===== src/rtl/vga_pkg.sv =====
// Shared VGA constants, RGB332 colour type and pattern-mode encodings.
// Pure declarations: no latency, no backpressure.
package vga_pkg;

  localparam int H_ACTIVE = 640;
  localparam int V_ACTIVE = 480;
  localparam int H_TOTAL  = 800;
  localparam int V_TOTAL  = 525;
  localparam int BOX_SIZE = 32;
  localparam int SPEED    = 1;

  typedef struct packed {
    logic [2:0] r;
    logic [2:0] g;
    logic [1:0] b;
  } rgb_t;

  localparam rgb_t C_WHITE   = '{r: 3'd7, g: 3'd7, b: 2'd3};
  localparam rgb_t C_YELLOW  = '{r: 3'd7, g: 3'd7, b: 2'd0};
  localparam rgb_t C_CYAN    = '{r: 3'd0, g: 3'd7, b: 2'd3};
  localparam rgb_t C_GREEN   = '{r: 3'd0, g: 3'd7, b: 2'd0};
  localparam rgb_t C_MAGENTA = '{r: 3'd7, g: 3'd0, b: 2'd3};
  localparam rgb_t C_RED     = '{r: 3'd7, g: 3'd0, b: 2'd0};
  localparam rgb_t C_BLUE    = '{r: 3'd0, g: 3'd0, b: 2'd3};
  localparam rgb_t C_BLACK   = '{r: 3'd0, g: 3'd0, b: 2'd0};

  typedef enum logic [1:0] {
    MODE_BARS  = 2'd0,
    MODE_CHECK = 2'd1,
    MODE_BOX   = 2'd2,
    MODE_GRAD  = 2'd3
  } mode_t;

  function automatic rgb_t bar_colour(input logic [2:0] idx);
    case (idx)
      3'd0:    return C_WHITE;
      3'd1:    return C_YELLOW;
      3'd2:    return C_CYAN;
      3'd3:    return C_GREEN;
      3'd4:    return C_MAGENTA;
      3'd5:    return C_RED;
      3'd6:    return C_BLUE;
      default: return C_BLACK;
    endcase
  endfunction

endpackage


===== src/rtl/vga_box_mover.sv =====
// Bouncing-box position, stepped once per frame event and clamped to stay fully on screen.
// Position updates on the edge that sees frame_evt; no backpressure.
module vga_box_mover
  import vga_pkg::*;
(
  input  logic       PixClk,
  input  logic       Locked,
  input  logic       frame_evt,
  output logic [9:0] x,
  output logic [9:0] y
);

  localparam logic [9:0] BOX_W = 10'(BOX_SIZE);
  localparam logic [9:0] STEP  = 10'(SPEED);
  localparam logic [9:0] X_LIM = 10'(H_ACTIVE);
  localparam logic [9:0] Y_LIM = 10'(V_ACTIVE);

  logic       dx_pos, dy_pos;
  logic       dx_nxt, dy_nxt;
  logic [9:0] x_nxt, y_nxt;

  // Returns {direction_is_positive, new_position}; worst-case sum is lim+SPEED, fits 10 bits.
  function automatic logic [10:0] step_axis(input logic [9:0] pos, input logic fwd,
                                            input logic [9:0] lim);
    logic [10:0] r;
    if (fwd && (pos + BOX_W + STEP > lim)) r = {1'b0, lim - BOX_W};
    else if (!fwd && (pos < STEP))         r = {1'b1, 10'd0};
    else if (fwd)                          r = {1'b1, pos + STEP};
    else                                   r = {1'b0, pos - STEP};
    return r;
  endfunction

  always_comb begin
    {dx_nxt, x_nxt} = step_axis(x, dx_pos, X_LIM);
    {dy_nxt, y_nxt} = step_axis(y, dy_pos, Y_LIM);
  end

  always_ff @(posedge PixClk) begin
    if (!Locked) begin
      x      <= '0;
      y      <= '0;
      dx_pos <= 1'b1;
      dy_pos <= 1'b1;
    end else if (frame_evt) begin
      x      <= x_nxt;
      y      <= y_nxt;
      dx_pos <= dx_nxt;
      dy_pos <= dy_nxt;
    end
  end

endmodule


===== src/rtl/vga_pattern_gen.sv =====
// Test-pattern colour stage behind the VGA timing controller; RGB332 out with re-aligned syncs.
// Latency 2 cycles for colour, syncs and FrameTick alike; free-running, no backpressure.
module vga_pattern_gen
  import vga_pkg::*;
(
  input  logic       PixClk,
  input  logic       Locked,
  input  logic [9:0] Hcounter,
  input  logic [9:0] Vcounter,
  input  logic       Hsync_in,
  input  logic       Vsync_in,
  input  logic [1:0] ModeSel,
  output logic [2:0] Red,
  output logic [2:0] Green,
  output logic [1:0] Blue,
  output logic       Hsync,
  output logic       Vsync,
  output logic       FrameTick
);

  localparam logic [9:0] H_ACT = 10'(H_ACTIVE);
  localparam logic [9:0] V_ACT = 10'(V_ACTIVE);
  localparam logic [9:0] BOX_W = 10'(BOX_SIZE);

  mode_t      mode;
  logic [7:0] frame_cnt;
  logic       frame_evt;
  logic [9:0] box_x, box_y;

  // First blank line start: the only point where mode/frame state may change.
  assign frame_evt = (Hcounter == 10'd0) && (Vcounter == V_ACT);

  always_ff @(posedge PixClk) begin
    if (!Locked) begin
      mode      <= MODE_BARS;
      frame_cnt <= '0;
    end else if (frame_evt) begin
      mode      <= mode_t'(ModeSel);
      frame_cnt <= frame_cnt + 8'd1;
    end
  end

  vga_box_mover u_box (
    .PixClk    (PixClk),
    .Locked    (Locked),
    .frame_evt (frame_evt),
    .x         (box_x),
    .y         (box_y)
  );

  logic [2:0] bar_idx;
  logic       active, in_box;

  always_comb begin
    bar_idx = 3'd7;
    for (int i = 6; i >= 0; i--)
      if (Hcounter < 10'((i + 1) * (H_ACTIVE / 8))) bar_idx = 3'(i);
  end

  assign active = (Hcounter < H_ACT) && (Vcounter < V_ACT);
  assign in_box = (Hcounter >= box_x) && (Hcounter < box_x + BOX_W) &&
                  (Vcounter >= box_y) && (Vcounter < box_y + BOX_W);

  mode_t      s1_mode;
  logic       s1_active, s1_chk, s1_box, s1_hs, s1_vs, s1_ft;
  logic [2:0] s1_bar;
  rgb_t       s1_grad;

  always_ff @(posedge PixClk) begin
    if (!Locked) begin
      s1_mode   <= MODE_BARS;
      s1_active <= 1'b0;
      s1_chk    <= 1'b0;
      s1_box    <= 1'b0;
      s1_bar    <= '0;
      s1_grad   <= C_BLACK;
      s1_hs     <= 1'b0;
      s1_vs     <= 1'b0;
      s1_ft     <= 1'b0;
    end else begin
      s1_mode   <= mode;
      s1_active <= active;
      s1_chk    <= Hcounter[5] ^ Vcounter[5] ^ frame_cnt[5];
      s1_box    <= in_box;
      s1_bar    <= bar_idx;
      s1_grad   <= '{r: Hcounter[9:7], g: Vcounter[8:6], b: frame_cnt[7:6]};
      s1_hs     <= Hsync_in;
      s1_vs     <= Vsync_in;
      s1_ft     <= frame_evt;
    end
  end

  rgb_t pix;

  always_comb begin
    pix = C_BLACK;
    if (s1_active) begin
      case (s1_mode)
        MODE_BARS:  pix = bar_colour(s1_bar);
        MODE_CHECK: pix = s1_chk ? C_BLACK : C_WHITE;
        MODE_BOX:   pix = s1_box ? C_RED : C_BLUE;
        MODE_GRAD:  pix = s1_grad;
        default:    pix = C_BLACK;
      endcase
    end
  end

  always_ff @(posedge PixClk) begin
    if (!Locked) begin
      Red       <= '0;
      Green     <= '0;
      Blue      <= '0;
      Hsync     <= 1'b0;
      Vsync     <= 1'b0;
      FrameTick <= 1'b0;
    end else begin
      Red       <= pix.r;
      Green     <= pix.g;
      Blue      <= pix.b;
      Hsync     <= s1_hs;
      Vsync     <= s1_vs;
      FrameTick <= s1_ft;
    end
  end

endmodule

===== config.mk =====
export PLATFORM = sky130hd
export DESIGN_NAME = vga_pattern_gen
export DESIGN_NICKNAME = d
export VERILOG_FILES = /design/src/rtl/vga_pkg.sv /design/src/rtl/vga_box_mover.sv /design/src/rtl/vga_pattern_gen.sv
export SDC_FILE = /design/constraint.sdc
export NUM_CORES = 1
export LEC_CHECK = 0
export BUFFER_PORTS_ARGS = -buffer_cell sky130_fd_sc_hd__buf_2
export CORE_ASPECT_RATIO = 1.2
export CORE_MARGIN = 2
export CORE_UTILIZATION = 36
export DETAILED_ROUTE_END_ITERATION = 16
export PLACE_DENSITY = 0.63
export SLEW_MARGIN = 25
export SYNTH_ARGS = -nofsm -noshare
export SYNTH_HDL_FRONTEND = slang
export SYNTH_HIERARCHICAL = 1
export SYNTH_SLANG_ARGS = --single-unit
export TNS_END_PERCENT = 50

===== constraint.sdc =====
create_clock -name PixClk -period 4.26 [get_ports PixClk]
set_clock_uncertainty 0.15 [all_clocks]
set_input_delay 0.213 -clock PixClk [delete_from_list [all_inputs] [get_ports PixClk]]
set_output_delay 0.213 -clock PixClk [all_outputs]
set_load 0.005 [all_outputs]

==> run metrics, run 1 <==
Synth Warn # 6; Synth Flop Type dfxtp_1; unrepaired setup endpoints after global routing false; synthesis-to-finish area growth 14.7%; CTS tree built; final hold vios 0; setup ws final 1.47 ns; drt via density 5.34; # diodes 0; clk_lat worst skew 0.34 ns; die area 12700 µm²; Slew HR 58.3%; initial antenna violation count 0; Hold Path Class in -> reg; core area 11500 µm²; Worst-path clk slew 0.06 ns; WL final 9960 µm; Tcrit/Tclk final 65.4%; synthesized flop and latch total 62; post-synthesis sequential area ratio 29.3%; max-slew violations 0; Initial Util 36.9%; hpwl dp 7240 µm; Synth area leaders dfxtp_1, ha_1, a21oi_1; share of cells above drive strength 1 13.5%; Tmin final 2.79 ns; final hold slack 0.0258 ns; Leakage 1.90 nW; crit end category flip-flop; Yosys cell types 63; Pwr per Cell Area 306 nW/µm²; R2R cell count 8; die height 123 µm; Post-CTS Setup Bufs 0; reg-to-reg critical path startpoint u_box/x[0]; # rows 43; worst hold path cell count 2; Mapped Avg Cell Area 8.17 µm²; Post-synth top cells dfxtp_1, nor2_1, a21oi_1, ha_1, inv_1; Mapped Cells 519; most frequent cell after synthesis dfxtp_1; vias after detailed routing 3773; Num Clock Sinks 62; syn_nets 584; r2r setup slk 1.53 ns; Yosys top cell area share 29.3%; drt drc 0; root buf cell clkbuf_16; Max VDD drop 0.137 mV; status finished clean; post-synth top area cell dfxtp_1; setup TNS 0 ns; maximum clock insertion buffer count 2; Critical Path RT 4.32 ns; Die W 103 µm; cells resized by post-CTS repair 0; Reg-to-Reg End u_box/dx_pos; CTS buffer count 9; Layout Nets 609; WL per Instance 14.1 µm; Endpoint, Worst Hold s1_grad[3]; worst slack at placement 1.54 ns; worst-path fanout max 25; f_max 0.359 GHz; EDFF count, synth 0; hold_buf cts 5; endpoints failing setup 0; DR iter-0 viols 164; H-tree depth 3; Setup CP Type in -> reg; largest net degree at the start of global routing 26; port bufs 36; Async S/R FF share, synth 0%; I/O pin count 37; first-pass GRT wire length 17000 µm; Worst EP arrival 2.84 ns; hold_sp Vcounter[7]; Worst Max-Slew Pin Slew 0.624 ns; cell area after synthesis 4240 µm²; gr ovfl total 0; Setup crit start kind input port; Max Cap Viol 0; GPL Wtd Cong 0.814; All-Layer GR Usage 17.0%; Post-DRT Antenna Nets 0; Pre-antenna DRT Iters 4; vias in the first global route 3646
[worst max-delay path, cell delays in order]
cell           delay [ns]
dlygate4sd3_1        0.52
buf_2                0.13
nor2b_1              0.22
nand4_4              0.29
nor3_2               0.25
buf_4                0.30
inv_1                0.26
o31ai_2              0.56
nor2_1               0.10
[flip-flops by register name, indices dropped and copies added, names as in the netlist, 2 cells and up]
name,cells
s1_bar,3
Red,3
frame_cnt,8
s1_mode,2
s1_grad,8
Green,3
mode,2
u_box/x,10
Blue,2
u_box/y,10
[cells in the final DEF, fill, tap and decap left out, types with 12 or more instances in the layout]
master   instances
a21oi_1         42
a31oi_1         12
and2_1          14
buf_2           36
dfxtp_1         62
ha_1            39
inv_1           38
nand2_1         28
nand3_1         18
nand4_1         18
nor2_1          50
o21ai_0         23
xnor2_1         19
[metal layers]
metal / up-vias / track usage (%) / wire length (µm) / part of all wire [%]
met1: 1774 / 20.6 / 4470 / 45
li1: 1914 / - / - / -
met5: - / 0 / 0 / 0
met2: 66 / 28.9 / 4890 / 49
met3: 19 / 4.92 / 402 / 4.0
met4: 0 / 5.43 / 192 / 1.9
[per-stage QoR]
stage / instances / utilization (%) / power, mW / cell area, µm²
after floorplan: 519 / - / 0.665 / 4240
after CTS: 706 / 42.3 / 1.50 / 4870
after global placement: 685 / 39.0 / 0.703 / 4490
final: 706 / 42.3 / 1.49 / 4870
after global routing: 706 / 42.3 / 1.55 / 4870
after detailed placement: 685 / 39.0 / 0.706 / 4490
[worst max-delay path by stage]
stage / to / start / slack [ns]
2_1_floorplan: u_box/dx_pos / u_box/x[0] / 1.86
3_3_place_gp: s1_box / u_box/x[5] / 1.56
3_5_place_dp: s1_box / u_box/x[5] / 1.54
4_1_cts: u_box/y[2] / Vcounter[8] / 1.46
5_1_grt: u_box/y[0] / Vcounter[8] / 1.22
6_report: u_box/y[2] / Vcounter[8] / 1.47
[where the power goes]
group          switching (mW)  internal [mW]
registers             0.00213          0.591
logic                  0.0613         0.0432
clock network           0.276          0.513
total                   0.340           1.15
[logic make-up (layout without fill, tap and decap cells)]
| logic type | after synthesis | after routing | share of synthesized area, % |
|---|---|---|---|
| simple gates | 202 | 202 | 28.4 |
| flops | 62 | 62 | 29.3 |
| fa+ha+maj | 40 | 40 | 11.7 |
| compound gates | 117 | 117 | 17.4 |
| mux | 4 | 4 | 0.944 |
| xor+xnor | 26 | 26 | 5.37 |
| buf+inv | 68 | 98 | 6.90 |
[layout make-up]
type	instances	area, µm²
clock inverters	7	97.6
repair buffers	43	245
flip-flops and latches	62	1240
inverters	39	146
well taps	157	196
multi-input cells	389	2710
fillers	1190	6650
clock buffers	9	225
Note: power is estimated with default switching activity, not from simulation.
==> inputs of run 2 (changes only) <==
PLACE_DENSITY = 0.65   (was 0.63)
clock period = 2.41 ns   (was 4.26 ns; I/O delays follow)
==> run 2 against run 1 <==
Combinational power is 86% higher. Sequential power grew 77%. Core utilization up 2.4 points. Highest routed layer unchanged.
==> run metrics, run 2 (synthesis results as in run 1) <==
status finished clean; CTS tree built; Num Clock Sinks 62; Worst-path clk slew 0.06 ns; clock share of power 50.8%; endpoints failing setup 0; Hold Path Class in -> reg; crit end category flip-flop; initial antenna violation count 0; f_max 0.439 GHz; hpwl dp 7910 µm; vias after detailed routing 3936; worst hold path cell count 3; Int Power 1.93 mW; Leakage 2.07 nW; CTS buffer count 9; WL final 10500 µm; commonest non-fill, non-tap cell in the layout dfxtp_1; first-pass GRT wire length 17500 µm; Initial Util 36.9%; Max VDD drop 0.251 mV; die area 12700 µm²; vias in the first global route 3804; final hold vios 0; drt drc 0; Setup crit start kind flip-flop; synthesis-to-finish area growth 21.2%; Net Switching 0.594 mW; DR iter-0 viols 196; Post-DRT Antenna Nets 0; core area 11500 µm²; hold_sp Locked; All-Layer GR Usage 17.3%; max-slew violations 0; Worst EP arrival 2.38 ns; maximum clock insertion buffer count 2; gr ovfl total 0; most frequent cells in the layout dfxtp_1, nor2_1, a21oi_1, inv_1, ha_1; Critical Path RT 2.51 ns; Endpoint, Worst Hold s1_grad[0]; Die W 103 µm; Slew HR 59.2%; Layout Nets 643; I/O pin count 37; CP startpoint u_box/y[0]; port bufs 36; clk_lat worst skew 0.32 ns; WL per Instance 14.2 µm; R2R cell count 7; root buf cell clkbuf_16; Post-CTS Setup Bufs 0; Setup CP Type reg -> reg; combinational power share 7.7%; design area 5140 µm²; Sw Share 23.5%; # diodes 0; Worst Max-Slew Pin Slew 0.606 ns; worst-path fanout max 8; reg-to-reg critical path startpoint u_box/y[0]; Tmin final 2.28 ns; Pwr per Cell Area 491 nW/µm²; setup ws final 0.132 ns; Reg-to-Reg End u_box/y[7]; r2r setup slk 0.13 ns; Pre-antenna DRT Iters 5; setup TNS 0 ns; share of cells above drive strength 1 19.6%; worst slack at placement -0.0660 ns; largest net degree at the start of global routing 20; Tcrit/Tclk final 94.5%; GPL Wtd Cong 0.880; drt via density 5.32; dpl cell area 4730 µm²; unrepaired setup endpoints after global routing true; # rows 43; die height 123 µm; H-tree depth 3; Max Cap Viol 0; registers with the most flip-flops u_box/x x10, u_box/y x10; fin util 44.7%; sequential power share 41.5%
run 2: timing repair:
item,4_1_cts,5_1_grt
setup endpoints to repair,1,19
hold endpoints to repair,7,0
hold buffers,7,0
pin swaps,1,3
resized for setup,1,9
run 2: area by class of cell:
cell class	count	area [µm²]
Clock buffer	9	225
Timing Repair Buffer	77	505
Multi-Input combinational cell	389	2750
Tap cell	157	196
Inverter	39	146
Sequential cell	62	1240
Fill cell	1146	6370
Clock inverter	7	73.8
run 2: power groups by stage:
stage                     Combinational [mW]  Sequential (mW)  Clock [mW]
after floorplan                        0.105             1.07           0
after global placement                 0.178             1.07           0
after detailed placement               0.183             1.07           0
after CTS                              0.194             1.05        1.31
after global routing                   0.217             1.05        1.36
final                                  0.195             1.05        1.28
run 2: how the worst max path moves through the flow:
stage	cells past startpoint	to	slack (ns)
5_1_grt	8	s1_box	-0.007
6_report	7	u_box/y[7]	0.13
2_1_floorplan	8	u_box/dx_pos	0.01
3_5_place_dp	7	s1_box	-0.07
3_3_place_gp	7	s1_box	0.03
4_1_cts	8	u_box/y[0]	0.03
run 2: metal layers:
layer	global-route usage, %	wire length (µm)	up-vias
met1	20.4	4600	1826
met2	30.1	5300	107
met5	0	0	-
met4	6.33	184	0
met3	4.30	446	19
li1	-	-	1984
run 2: critical path: stages, from the launching register on:
cell     delay [ns]
dfxtp_1        0.32
buf_4          0.17
or3_1          0.37
or4_4          0.47
nor3_2         0.11
o21ai_0        0.13
or3_1          0.33
a31oi_1        0.16
run 2: through the flow:
step                      total power, mW  instances  hold slack (ns)
after floorplan                      1.18        519           0.0922
after global placement               1.25        717            0.182
after detailed placement             1.25        717            0.185
after CTS                            2.55        740          0.00456
after global routing                 2.62        740           0.0216
final                                2.52        740          0.00892
==> inputs of run 3 (changes only) <==
CORE_UTILIZATION = 45   (was 36)
PLACE_DENSITY = 0.75   (was 0.65)
SKIP_CTS_REPAIR_TIMING = 1   (was not set)
==> run 3 against run 2 <==
The flow now finishes with violations (hold timing). Critical path depth is the same. Combinational power grew 3%. Clock power shrank 29%. Flip-flop and latch count is the same. Register-to-register slack lost 0.07 ns. Setup slack lost 0.068 ns. Sequential power is essentially flat. Sequential share of layout area grew 0.72 points. Die area shrank 19%. Via count shrank 0.25%. Global-route usage grew 2.5 points. Wire length shrank 2.2%. Largest cell class unchanged.
==> run metrics, run 3 (synthesis results as in run 1) <==
maximum clock insertion buffer count 2; Worst EP arrival 2.46 ns; port bufs 36; Fillers 848; final hold slack -0.0167 ns; WL final 10300 µm; Num Clock Sinks 62; reg-to-reg critical path startpoint u_box/y[0]; clock share of power 42.2%; commonest non-fill, non-tap cell in the layout dfxtp_1; synthesis-to-finish area growth 18.0%; first-pass GRT wire length 16200 µm; Pwr per Cell Area 431 nW/µm²; Initial Util 46.5%; drt via density 5.58; Net Switching 0.524 mW; Slew HR 57.4%; Post-DRT Antenna Nets 0; Int Power 1.63 mW; design area 5000 µm²; Pre-antenna DRT Iters 5; hpwl dp 7620 µm; r2r setup slk 0.06 ns; worst-path fanout max 9; core area 9130 µm²; hold_sp Vcounter[2]; final std cells w/o fill 703; dpl cell area 4660 µm²; largest net degree at the start of global routing 20; combinational power share 9.3%; placed insts 677; # diodes 0; sequential power share 48.6%; status complete, but fails checks; WL per Instance 14.6 µm; root buf cell clkbuf_8; gr ovfl total 0; CTS buffer count 9; vias after detailed routing 3926; Endpoint, Worst Hold s1_ft; final hold vios 1; Sw Share 24.3%; Tcrit/Tclk final 97.3%; Max Cap Viol 0; Worst Max-Slew Pin Slew 0.633 ns; H-tree depth 3; R2R cell count 7; Reg-to-Reg End u_box/y[7]; most frequent cells in the layout dfxtp_1, nor2_1, a21oi_1, inv_1, ha_1; endpoints failing setup 0; Tmin final 2.35 ns; drt drc 0; clk_lat worst skew 0.35 ns; # rows 38; Pwr Total 2.16 mW; Layout Nets 643; crit end category flip-flop; failing checks hold timing; DR iter-0 viols 194; die area 10200 µm²; Leakage 2.03 nW; Setup crit start kind flip-flop; I/O pin count 37; max-slew violations 0; Hold Path Class in -> reg; Die W 92.6 µm; initial antenna violation count 0; f_max 0.426 GHz; vias in the first global route 3632; worst hold path cell count 4; registers with the most flip-flops u_box/x x10, u_box/y x10; GPL Wtd Cong 0.906; Worst-path clk slew 0.07 ns; Setup CP Type reg -> reg; unrepaired setup endpoints after global routing true; All-Layer GR Usage 19.8%; Max VDD drop 0.205 mV; share of cells above drive strength 1 19.2%; die height 110 µm; Critical Path RT 2.52 ns; CTS tree built
==> run 3: changes by cell type in the layout (fill, tap and decap cells not counted), moves of 2 or more <==
cell           previous run  this run
clkbuf_16                 9         0
nor4_2                    2         0
dlygate4sd3_1             7        10
dfxtp_2                   3         5
nor4_1                    8        10
clkbuf_8                  0        10
dfxtp_1                  59        57
buf_4                    34        31
==> run 3: area by class of cell <==
| class | instances | area, µm² | area share (%) |
|---|---|---|---|
| clock buffers | 10 | 138 | 2.75 |
| clock inverters | 6 | 61.3 | 1.22 |
| inverters | 39 | 146 | 2.92 |
| multi-input cells | 389 | 2750 | 54.9 |
| flip-flops and latches | 62 | 1250 | 24.9 |
| well taps | 120 | 150 | 3.00 |
| repair buffers | 77 | 513 | 10.3 |
==> run 3: worst max-delay path, cell delays in order (launching register included) <==
cell and delay [ns]:
dfxtp_1 0.31, buf_4 0.16, or3_1 0.38, or4_4 0.47, nor3_2 0.12, o21ai_0 0.11
or3_1 0.35, a31oi_1 0.21
==> run 3: stage by stage <==
stage          hold WS (ns)  TNS (ns)  util, %  worst slack (ns)
2_1_floorplan        0.0922         0        -           0.00999
3_3_place_gp          0.185         0     51.1            0.0243
3_5_place_dp          0.186         0     51.1            0.0142
4_1_cts              -0.178         0     53.3           0.00519
5_1_grt             0.00339   -0.0277     54.8           -0.0208
6_report            -0.0167         0     54.8            0.0643
==> run 3: metal layers <==
metal  GRT usage [%]  vias up  share of wire (%)
met2            36.7      106                 50
met1            21.9     1813                 42
met3            4.01       22                5.1
met4            8.82        0                2.3
li1                -     1985                  -
met5               0        -                  0
==> run 3: worst max-delay path by stage <==
| stage | cells past startpoint | to | start | slack (ns) |
|---|---|---|---|---|
| final | 7 | u_box/y[7] | u_box/y[0] | 0.06 |
| after global routing | 7 | u_box/y[7] | u_box/y[0] | -0.02 |
| after CTS | 8 | u_box/y[3] | u_box/y[1] | 0.005 |
| after detailed placement | 6 | u_box/dx_pos | u_box/x[3] | 0.01 |
| after global placement | 8 | s1_box | u_box/x[6] | 0.02 |
| after floorplan | 8 | u_box/dx_pos | u_box/x[0] | 0.01 |
==> run 3: power by group through the flow <==
| stage | clock network, mW | registers [mW] | logic (mW) |
|---|---|---|---|
| floorplan | 0 | 1.07 | 0.105 |
| global placement | 0 | 1.07 | 0.177 |
| detailed placement | 0 | 1.07 | 0.184 |
| CTS | 0.929 | 1.05 | 0.186 |
| global route | 0.961 | 1.05 | 0.223 |
| finish | 0.909 | 1.05 | 0.200 |
